$ cat config.mk
export PLATFORM = sky130hd
export DESIGN_NAME = led_pattern_arbiter
export DESIGN_NICKNAME = d
export VERILOG_FILES = /design/src/rtl/led_pkg.sv /design/src/rtl/led_tick_gen.sv /design/src/rtl/led_pattern_arbiter.sv
export SDC_FILE = /design/constraint.sdc
export NUM_CORES = 1
export LEC_CHECK = 0
export CAP_MARGIN = 20
export CORE_MARGIN = 5
export CORE_UTILIZATION = 45
export DETAILED_ROUTE_END_ITERATION = 8
export PLACE_DENSITY = 0.82
export REMOVE_ABC_BUFFERS = 1
export SYNTH_ARGS = -nofsm -noshare
export SYNTH_HDL_FRONTEND = slang
export SYNTH_SLANG_ARGS = --single-unit
$ cat constraint.sdc
create_clock -name CLK -period 4.3 [get_ports CLK]
set_input_delay 0.43 -clock CLK [delete_from_list [all_inputs] [get_ports CLK]]
set_output_delay 0.43 -clock CLK [all_outputs]
set_load 0.05 [all_outputs]
$ cat src/rtl/led_pkg.sv
// Shared types and constants for the LED pattern arbiter.
package led_pkg;

  typedef enum logic {
    IDLE = 1'b0,
    PLAY = 1'b1
  } state_t;

  localparam int DEF_TICK_DIV = 500000;
  localparam int DEF_PAT_W    = 32;
  localparam int DEF_REP_W    = 4;
  localparam int HB_W         = 20;

  // Ceiling log2, never below 1 so a one-bit field is always legal.
  function automatic int clog2(input int value);
    int r;
    r = 0;
    for (int i = 0; i < 31; i++) begin
      if ((1 << i) < value) r = i + 1;
    end
    return (r < 1) ? 1 : r;
  endfunction

endpackage

$ cat src/rtl/led_tick_gen.sv
// Step prescaler: counts 0..TICK_DIV-1, pulses tick on the last count and
// pre_tick one cycle earlier. A synchronous clear restarts the count at 0.
module led_tick_gen
  import led_pkg::*;
#(
  parameter int TICK_DIV = DEF_TICK_DIV
) (
  input  logic CLK,
  input  logic RST_N,
  input  logic clear,
  output logic tick,
  output logic pre_tick
);

  localparam int CNT_W = clog2(TICK_DIV);
  localparam logic [CNT_W-1:0] CNT_LAST = CNT_W'(TICK_DIV - 1);
  localparam logic [CNT_W-1:0] CNT_PRE  = CNT_W'(TICK_DIV - 2);

  logic [CNT_W-1:0] cnt;

  // NOTE: flops are written with non-blocking assignments so every register
  // samples the pre-edge value of the others; reset is sampled on the edge.
  always_ff @(posedge CLK) begin
    if (!RST_N || clear) begin
      cnt <= '0;
    end else if (cnt == CNT_LAST) begin
      cnt <= '0;
    end else begin
      cnt <= cnt + 1'b1;
    end
  end

  assign tick     = (cnt == CNT_LAST);
  assign pre_tick = (cnt == CNT_PRE);

endmodule

$ cat src/rtl/led_pattern_arbiter.sv
// Round-robin owner of the single user LED: grants one requester at a time
// and plays its 32-step pattern r+1 times. Optional macro
// LED_IDLE_HEARTBEAT_EN shows a free-running heartbeat on the LED while idle.
module led_pattern_arbiter
  import led_pkg::*;
#(
  parameter int NUM_REQ  = 4,
  parameter int PAT_W    = DEF_PAT_W,
  parameter int REP_W    = DEF_REP_W,
  parameter int TICK_DIV = DEF_TICK_DIV
) (
  input  logic                       CLK,
  input  logic                       RST_N,
  input  logic [NUM_REQ-1:0]         REQ_VALID,
  output logic [NUM_REQ-1:0]         REQ_READY,
  input  logic [NUM_REQ*PAT_W-1:0]   REQ_PATTERN,
  input  logic [NUM_REQ*REP_W-1:0]   REQ_REPEAT,
  output logic                       LED,
  output logic                       BUSY,
  output logic [clog2(NUM_REQ)-1:0]  ACTIVE_ID,
  output logic                       DONE
);

  localparam int ID_W   = clog2(NUM_REQ);
  localparam int STEP_W = clog2(PAT_W);
  localparam logic [STEP_W-1:0] LAST_STEP = STEP_W'(PAT_W - 1);

  logic [PAT_W-1:0] pat_arr [NUM_REQ];
  logic [REP_W-1:0] rep_arr [NUM_REQ];

  for (genvar g = 0; g < NUM_REQ; g++) begin : g_unpack
    assign pat_arr[g] = REQ_PATTERN[g*PAT_W +: PAT_W];
    assign rep_arr[g] = REQ_REPEAT[g*REP_W +: REP_W];
  end

  state_t            state_q, state_d;
  logic [STEP_W-1:0] step_q, step_d;
  logic [REP_W-1:0]  rep_q, rep_d;
  logic [PAT_W-1:0]  pat_q, pat_d;
  logic              led_q, led_d;
  logic              busy_q, busy_d;
  logic              done_q, done_d;
  logic [ID_W-1:0]   id_q, id_d;
  logic [ID_W-1:0]   rr_ptr_q, rr_ptr_d;

  logic              grant_found;
  logic [ID_W-1:0]   grant_idx;
  logic [ID_W-1:0]   cand;
  logic              hs;
  logic              tick;
  logic              pre_tick;
  logic              idle_led;

  // Search starts just after the last granted requester.
  // NOTE: every signal assigned in always_comb gets a default first, so no
  // path leaves it unassigned and no latch is inferred.
  always_comb begin
    grant_found = 1'b0;
    grant_idx   = '0;
    cand        = '0;
    for (int i = 0; i < NUM_REQ; i++) begin
      cand = ID_W'((int'(rr_ptr_q) + i) % NUM_REQ);
      if (!grant_found && REQ_VALID[cand]) begin
        grant_found = 1'b1;
        grant_idx   = cand;
      end
    end
  end

  assign hs = RST_N && (state_q == IDLE) && grant_found;

  always_comb begin
    REQ_READY = '0;
    if (hs) REQ_READY[grant_idx] = 1'b1;
  end

  led_tick_gen #(
    .TICK_DIV (TICK_DIV)
  ) u_tick_gen (
    .CLK      (CLK),
    .RST_N    (RST_N),
    .clear    (hs),
    .tick     (tick),
    .pre_tick (pre_tick)
  );

`ifdef LED_IDLE_HEARTBEAT_EN
  logic [HB_W-1:0] hb_cnt;

  always_ff @(posedge CLK) begin
    if (!RST_N) hb_cnt <= '0;
    else        hb_cnt <= hb_cnt + 1'b1;
  end

  assign idle_led = hb_cnt[HB_W-1];
`else
  assign idle_led = 1'b0;
`endif

  always_comb begin
    state_d  = state_q;
    step_d   = step_q;
    rep_d    = rep_q;
    pat_d    = pat_q;
    led_d    = led_q;
    busy_d   = busy_q;
    done_d   = 1'b0;
    id_d     = id_q;
    rr_ptr_d = rr_ptr_q;
    case (state_q)
      IDLE: begin
        led_d  = idle_led;
        busy_d = 1'b0;
        step_d = '0;
        if (hs) begin
          state_d  = PLAY;
          pat_d    = pat_arr[grant_idx];
          rep_d    = rep_arr[grant_idx];
          id_d     = grant_idx;
          rr_ptr_d = ID_W'((int'(grant_idx) + 1) % NUM_REQ);
          led_d    = pat_arr[grant_idx][0];
          busy_d   = 1'b1;
        end
      end
      PLAY: begin
        // Registered DONE must be set one cycle ahead of the final cycle.
        done_d = (step_q == LAST_STEP) && (rep_q == '0) && pre_tick;
        if (tick) begin
          if (step_q == LAST_STEP) begin
            step_d = '0;
            if (rep_q != '0) begin
              rep_d = rep_q - 1'b1;
              led_d = pat_q[0];
            end else begin
              state_d = IDLE;
              busy_d  = 1'b0;
              led_d   = idle_led;
            end
          end else begin
            step_d = step_q + 1'b1;
            led_d  = pat_q[step_q + 1'b1];
          end
        end
      end
      default: state_d = IDLE;
    endcase
  end

  // NOTE: the latched pattern and repeat count are plain flops, not a memory
  // array, so they are reset along with the rest to keep state deterministic.
  always_ff @(posedge CLK) begin
    if (!RST_N) begin
      state_q  <= IDLE;
      step_q   <= '0;
      rep_q    <= '0;
      pat_q    <= '0;
      led_q    <= 1'b0;
      busy_q   <= 1'b0;
      done_q   <= 1'b0;
      id_q     <= '0;
      rr_ptr_q <= '0;
    end else begin
      state_q  <= state_d;
      step_q   <= step_d;
      rep_q    <= rep_d;
      pat_q    <= pat_d;
      led_q    <= led_d;
      busy_q   <= busy_d;
      done_q   <= done_d;
      id_q     <= id_d;
      rr_ptr_q <= rr_ptr_d;
    end
  end

  assign LED       = led_q;
  assign BUSY      = busy_q;
  assign DONE      = done_q;
  assign ACTIVE_ID = id_q;

endmodule

==> summary.md <==
| Metric | Value |
|---|---|
| Share of cells above drive strength 1 | 7.14% |
| CP Max Fanout | 20 |
| Cts repair resizes | 0 |
| H-tree Lvls | 3 |
| EDFF count, synth | 0 |
| Hold buffer count at cts | 0 |
| Clk root buf | clkbuf_8 |
| First-pass GRT wire length | 18500 µm |
| GRT Util Overall | 19.8% |
| Max-cap check violation count | 0 |
| RSZ-0062 raised after global routing | false |
| Die Height | 106 µm |
| Final TNS setup | 0 ps |
| Worst Setup Start Kind | primary input |
| Most frequent cells in the layout | clkdlybuf4s50_1, nand2_1, mux2i_1 |
| NumNets Final | 770 |
| Critical path class | in2out |
| Post-CTS setup buffers | 0 |
| Min cycle time layout | 3290 ps |
| Max-slew violation count | 0 |
| I/O pin count | 159 |
| Reg2reg end | LED |
| Via Count | 4013 |
| Die footprint | 11200 µm² |
| Vias in the first global route | 4215 |
| Total global routing overflow | 0 |
| Cell Pwr Density | 329 nW/µm² |
| Pleak | 2.49 nW |
| Most common cell after layout, fill and taps aside | clkdlybuf4s50_1 |
| Async SR Flop Fraction | 0% |
| Synth Cell Area | 4140 µm² |
| Worst hold stages | 2 |
| Synth-to-Final Area Change | 45.1% |
| Router iterations before antenna repair | 4 |
| Worst-path clk slew | 70 ps |
| Gate Count Post-Synth | 463 |
| Initial antenna violation count | 0 |
| FMAX | 304 MHz |
| Yosys cell types | 49 |
| Synth Flop Type | dfxtp_1 |
| Reg2Reg Setup Slack | 1520 ps |
| Hold path startpoint | ACTIVE_ID[1] |
| Effective utilization at floorplan | 45.5% |
| Filler instances | 781 |
| Max rail drop VDD | 0.000209 V |
| Fin. Hold Viols | 0 |
| Pin count of the biggest net entering global routing | 45 |
| CP required | 3870 ps |
| Gpl congestion | 0.793 |
| Skew-Pair Late Insertion Delay | 340 ps |
| Slew margin rel. | 52.6% |
| R2R depth | 6 |
| WP data arrival | 2860 ps |
| Max clock buf depth | 2 |
| Post-synthesis sequential area ratio | 32.9% |
| Status | completed |
| DR iter-0 viols | 211 |
| Routed Antenna Nets | 0 |
| DRC | 0 |
| Ant diodes | 0 |
| #FFs+latches synth | 68 |
| Die width | 106 µm |
| Final clock skew | 9.33 ps |
| YS warnings | 0 |
| Input/output buffers | 158 |
| Post-DP HPWL | 8830 µm |
| Slew @ Worst Pin | 711 ps |
| Hold EP | ACTIVE_ID[1] |
| Worst R2R Start | step_q[1] |
| Worst hold path type | reg2reg |
| CTS tree | done |
| Min Hold Slack | 460 ps |
| Rows | 35 |
| Period utilization | 76.5% |
| Avg Inst Size Synth | 8.95 µm² |
| Number of vias per cell | 5.52 |
| Setup crit end kind | primary output |
| Routed WL | 11300 µm |
| Final setup violation count | 0 |
| Total CTS buffers | 9 |
| CTS Sinks | 68 |
| Core footprint | 9110 µm² |
| Wire length per cell | 15.5 µm |
## stage by stage
stage	setup slack, ps	total power [mW]	cell area, µm²	utilization (%)	std cells
4_1_cts	1000	2.00	6010	66.0	727
2_1_floorplan	179	1.22	4010	-	435
5_1_grt	909	2.09	6010	66.0	727
6_report	1010	1.98	6010	66.0	727
3_5_place_dp	848	1.47	5810	63.8	711
3_3_place_gp	963	1.45	5810	63.8	711
## routing by layer
metal	GRT usage (%)	share of wire (%)	up-vias
li1	-	-	1967
met2	39.5	56	127
met5	0	0	-
met1	20.6	37	1906
met4	4.44	0.90	0
met3	4.98	6.4	13
## report_power, final
group	switching (mW)	internal, mW
Sequential	0.0516	0.705
Combinational	0.332	0.363
Clock	0.240	0.285
Total	0.624	1.35
## state kept, by name (all words and copies together), names as in the netlist
register	cells
pat_q	32
u_tick_gen.cnt	19
step_q	5
rep_q	4
ACTIVE_ID	2
rr_ptr_q	2
BUSY	1
DONE	1
LED	1
state_q	1
## worst max path at each step
| stage | endpoint | start |
|---|---|---|
| floorplan | REQ_READY[2] | REQ_VALID[0] |
| global placement | pat_q[3] | REQ_VALID[3] |
| detailed placement | pat_q[28] | REQ_VALID[3] |
| CTS | REQ_READY[3] | REQ_VALID[3] |
| global route | REQ_READY[2] | REQ_VALID[3] |
| finish | REQ_READY[2] | REQ_VALID[3] |
## worst max-delay path, cell delays in order
cell and delay (ps):
clkdlybuf4s50_1 540, inv_1 60, a22o_1 230, a211oi_1 440
clkinv_2 470, ha_1 350, and2_1 140, buf_4 180
## cells by family (layout without fill, tap and decap cells)
kind of cell	Yosys count	count (layout)	synth area share, %
AND/OR/NAND/NOR	174	174	19.0
multiplexers	88	88	23.9
flip-flops	68	68	32.9
AO/OA/AOI/OAI	66	66	13.3
buffers and inverters	38	191	4.08
XOR/XNOR	20	20	4.23
adder cells (fa/ha/maj)	9	9	2.72
## synthesized netlist by cell type (5+ instances only)
cell	instances	share of area, %
a21oi_1	11	1.3
a32o_1	33	8.0
and2_1	5	0.75
buf_2	9	1.1
clkbuf_1	14	1.3
dfxtp_1	68	33
ha_1	9	2.7
inv_1	10	0.91
mux2i_1	76	18
mux4_2	7	3.8
nand2_1	90	8.2
nand2b_1	5	0.75
nand3_1	12	1.4
nor2_1	36	3.3
xnor2_1	7	1.5
xor2_1	13	2.7
## area by class of cell
cell class | count | area [µm²] | share of cell area (%)
Clock buffer | 11 | 141 | 2.35
Clock inverter | 5 | 61.3 | 1.02
Inverter | 10 | 38.8 | 0.645
Multi-Input combinational cell | 357 | 2640 | 43.9
Sequential cell | 68 | 1360 | 22.6
Tap cell | 111 | 139 | 2.31
Timing Repair Buffer | 165 | 1630 | 27.1
Power figures use the tool's default switching activity.
==> edit 1 (same settings) <==
The package constant `DEF_REP_W` goes from 4 to 6.
--- a/src/rtl/led_pkg.sv
+++ b/src/rtl/led_pkg.sv
@@ -8,7 +8,7 @@
 
   localparam int DEF_TICK_DIV = 500000;
   localparam int DEF_PAT_W    = 32;
-  localparam int DEF_REP_W    = 4;
+  localparam int DEF_REP_W    = 6;
   localparam int HB_W         = 20;
 
   // Ceiling log2, never below 1 so a one-bit field is always legal.
Interface: changed (resized REQ_REPEAT); port bits go from 159 to 167. No check against the original RTL was run, so the function may have changed too.
==> edit 1 against the unedited design <==
- total power increased by 4.4%
- sequential share of layout area fell by 1.1 points
- sequential power rose by 1%
- clock power is 2% higher
- non-clock buffer count up 9
- first-iteration DRC count is 69% higher
- area after synthesis up 11%
- via count increased by 22%
- critical path depth unchanged
- design area grew 8.2%
- routed wire length up 29%
- sequential cell count increased by 2
- worst setup slack gained 5.9 ps
- cell count is 18% higher
- critical endpoint is now REQ_READY[1]
- largest cell class unchanged
- highest routed layer unchanged
==> edit 1: results (changes against the unedited design) <==
grt_pass1_wl_um: 24020  # +30%
n_all_buffers: 174  # +5.5%
reg_top3: "pat_q (32), u_tick_gen.cnt (19), rep_q (6)"
p_sw_share_pct: 34.62  # +3.0 points
r2r_slack_ps: 1230  # -290 ps
numClockSinks: 70  # +2.9%
crit_arrival_ps: 2850  # about the same
rr_startpoint: "step_q[0]"
grtUsageMet1_pct: 27.30  # +6.7 points
seqCellArea_um2: 1401  # +2.9%
comb_power_mw: 0.764  # +9.9%
nets: 888  # +15%
grt.met2_usage_pct: 40.49  # +0.97 points
grt_max_degree: 76  # +69%
fin_skew_ps: 10.57  # +1.236 ps
ir_worst_vdd_uv: 162.0  # -23%
cp_max_fo: 75  # +280%
p_comb_share_pct: 37.0  # +1.8 points
cp-endpoint: "REQ_READY[1]"
hpwl_um: 11010  # +25%
drive_gt1_share_pct: 6.759  # -0.38 points
routabilityCongestion: 0.8947  # +13%
dr.pass1.iters: 5  # +1
yosys.cell_types.count: 60  # +22%
period_needed_ps: 3284  # -5.900 ps
inverters: 14  # +4
place_area_um2: 6305  # +8.5%
hold_end: "pat_q[6]"
buf_share_pct: 26.31  # -0.78 points
crit_start: "REQ_VALID[0]"
nFillCells: 818  # +4.7%
worst_pin_slew_ps: 723.7  # +12.77 ps
hp-start: "pat_q[6]"
cpPeakStageDelay_ps: 560  # +20 ps
yosys-top-cells-area: "dfxtp_1 (31%), nand2_1 (10%), a311o_1 (6.8%)"
grt_pass1_vias: 5121  # +21%
clockNetworkAreaShare_pct: 3.078  # -0.29 points
whs_ps: 458.5  # -1.409 ps
totalWireLength_um: 14520  # +29%
synthCells: 576  # +24%
grtUsageMet3_pct: 6.659  # +1.7 points
buffer_ports.inserted: 166  # +5.1%
multi_input_area_um2: 2973  # +13%
outcome: "finished, final reports clean"
[edit 1: cell count changes in the layout (fill, tap and decap cells not counted), sizes merged, moves of 5 or more]
| cell | change |
|---|---|
| mux2i | -67 |
| a211oi | +33 |
| a32o | -29 |
| inv | +5 |
| or3 | +6 |
| clkdlybuf4s50 | +6 |
| a311o | +31 |
| nor4b | +5 |
| nand2 | +36 |
| a21oi | +30 |
| nand3 | +10 |
| nor3b | +33 |
[edit 1: logic make-up (layout without fill, tap and decap cells)]
| logic type | count (synthesis) | in the layout | synth area share (%) |
|---|---|---|---|
| compound gates | 141 | 141 | 23.48 |
| xor+xnor | 19 | 19 | 3.787 |
| fa+ha+maj | 10 | 10 | 2.724 |
| buf+inv | 55 | 204 | 5.257 |
| flops | 70 | 70 | 30.51 |
| mux | 17 | 17 | 5.639 |
| simple gates | 264 | 264 | 28.60 |
==> edit 2 (config.mk and constraints unchanged) <==
Made on the original files. Take the reset off `id_q` and load it in a clocked block of its own.
--- a/src/rtl/led_pattern_arbiter.sv
+++ b/src/rtl/led_pattern_arbiter.sv
@@ -157,7 +157,6 @@
       led_q    <= 1'b0;
       busy_q   <= 1'b0;
       done_q   <= 1'b0;
-      id_q     <= '0;
       rr_ptr_q <= '0;
     end else begin
       state_q  <= state_d;
@@ -167,9 +166,12 @@
       led_q    <= led_d;
       busy_q   <= busy_d;
       done_q   <= done_d;
-      id_q     <= id_d;
       rr_ptr_q <= rr_ptr_d;
     end
+  end
+
+  always_ff @(posedge CLK) begin
+    id_q <= id_d;
   end
 
   assign LED       = led_q;
Formal check against the unedited RTL: differs if RST_N is asserted again (counterexample within 4 cycles, from zero or initial values and one cycle with RST_N low); with RST_N held inactive, the same outputs for 4 cycles.
==> edit 2 against the unedited design <==
- design area increased by 3.0%
- combinational power up 11%
- total power is 9.7% higher
- sequential power is essentially flat
- sequential cell count stayed put
- global-route usage is 2.7 points higher
- area after synthesis rose by 4.1%
- routed wire length up 16%
- worst setup slack gained 130 ps
- largest power group is now combinational logic
==> edit 2: results (changes against the unedited design) <==
yosys.cell_types.count: 49  # unchanged
nFillCells: 738  # -5.5%
synthFlopType: "dfxtp_1"
vias: 4624  # +15%
worst_pin_slew_ps: 847.1  # +136.2 ps
crit_arrival_ps: 2730  # -130 ps
nets: 839  # +9.0%
dr.pass1.iters: 4  # unchanged
routabilityCongestion: 0.8367  # +5.6%
cts_max_level: 3  # unchanged
cts_resized: 0  # unchanged
crit_slowest_cell: "clkdlybuf4s50_1"
grt_overflow: 0  # unchanged
grt_max_degree: 60  # +33%
outcome: "finished, final reports clean"
cts_buffers: 9  # unchanged
ys_warn_count: 0  # unchanged
fin_skew_ps: 12.54  # +3.209 ps
drive_gt1_share_pct: 5.839  # -1.3 points
rr_startpoint: "step_q[0]"
crit_start: "REQ_VALID[0]"
buffer_ports.inserted: 158  # unchanged
dp_slack_ps: 1008  # +160.1 ps
reg_top3: "pat_q (32), u_tick_gen.cnt (19), step_q (5)"
ir_worst_vdd_uv: 179.4  # -14%
hp-start: "pat_q[16]"
first_iter_violations: 322  # +53%
grt_pass1_wl_um: 21520  # +16%
antenna_found_initial: 0  # unchanged
cpPeakStageDelay_ps: 520  # -20 ps
leakage_nw: 2.329  # -6.4%
hpwl_um: 9410  # +6.6%
wl_per_cell_um: 16.13  # +3.9%
cp_max_fo: 41  # +110%
grt_usage_pct: 22.52  # +2.7 points
hp-class: "reg2reg"
cts-root-buf: "clkbuf_8"
synth_commonest_cells: "nand2_1 (115), dfxtp_1 (66), and3_1 (41), a21oi_1 (40), a211oi_1 (36)"
power.internal_mw: 1.463  # +8.2%
yosys-top-cells-area: "dfxtp_1 (31%), nand2_1 (10%), a311o_1 (7.7%)"
cts_setup_buffers: 0  # unchanged
ys_seq_area_share_pct: 32.02  # -0.83 points
diodes: 0  # unchanged
synthArstFlopShare_pct: 0  # unchanged
worstSkewPairLatency_ps: 350
synth-edff-count: 2  # +2
clkTransAtPathRegs_ps: 70  # about the same
cts_buffer_depth: 2  # unchanged
[edit 2: layout make-up]
cell class	count	area (µm²)	area share, %
clock buffer	10	127.6	2.061
multi-input combinational	424	2695	43.52
inverter	10	37.54	0.6062
timing repair buffer	167	1677	27.08
clock inverter	6	112.6	1.819
sequential	68	1381	22.31
tap	129	161.4	2.607
[edit 2: critical path: cells and delay by family]
| kind | cells | cell delay, ps |
|---|---|---|
| AOI/OAI and AO/OA | 1 | 70 |
| adders and majority gates | 1 | 250 |
| buffers and inverters | 4 | 1450 |
| and+or+nand+nor | 3 | 520 |
[edit 2: cells by family after synthesis]
family	Yosys count	synth area share [%]
DFF	68	32.02
buffers and inverters	58	5.655
and+or+nand+nor	241	26.97
adders and majority gates	9	2.610
xor gates and xnor gates	19	3.857
muxes	21	6.322
AOI/OAI and AO/OA	134	22.56
[edit 2: routing by layer]
layer  up-vias  wire length [µm]  share of wire, %  track usage [%]
li1       2250                 -                 -                -
met1      2164              5668                43            28.28
met2       189              6316                48            38.45
met3        21               900               6.9            4.979
met4         0               248               1.9            6.943
met5         -                 0                 0                0
[edit 2: path summary, 6_finish.rpt]
check,endpoint,slack [ps],depth (start not counted)
setup / recovery,REQ_READY[0],1140,9
hold / removal,pat_q[16],460,2
setup reg to reg,LED,1350,6
hold reg to reg,pat_q[16],460,2
[edit 2: power by group through the flow]
stage               clock network, mW  registers [mW]  logic, mW
global route                    0.671           0.768      0.851
detailed placement                  0           0.772      0.761
global placement                    0           0.767      0.738
finish                          0.636           0.759      0.773
floorplan                           0           0.776      0.448
CTS                             0.641           0.758      0.767
[edit 2: through the flow]
| step | power, mW | instances | hold WS [ps] | instance area (µm²) |
|---|---|---|---|---|
| after global placement | 1.505 | 797 | 439.6 | 5932 |
| after floorplan | 1.225 | 502 | 433.1 | 4108 |
| final | 2.169 | 814 | 456.8 | 6192 |
| after CTS | 2.166 | 813 | 457.4 | 6172 |
| after global routing | 2.290 | 814 | 479.6 | 6192 |
| after detailed placement | 1.534 | 797 | 447.1 | 5932 |
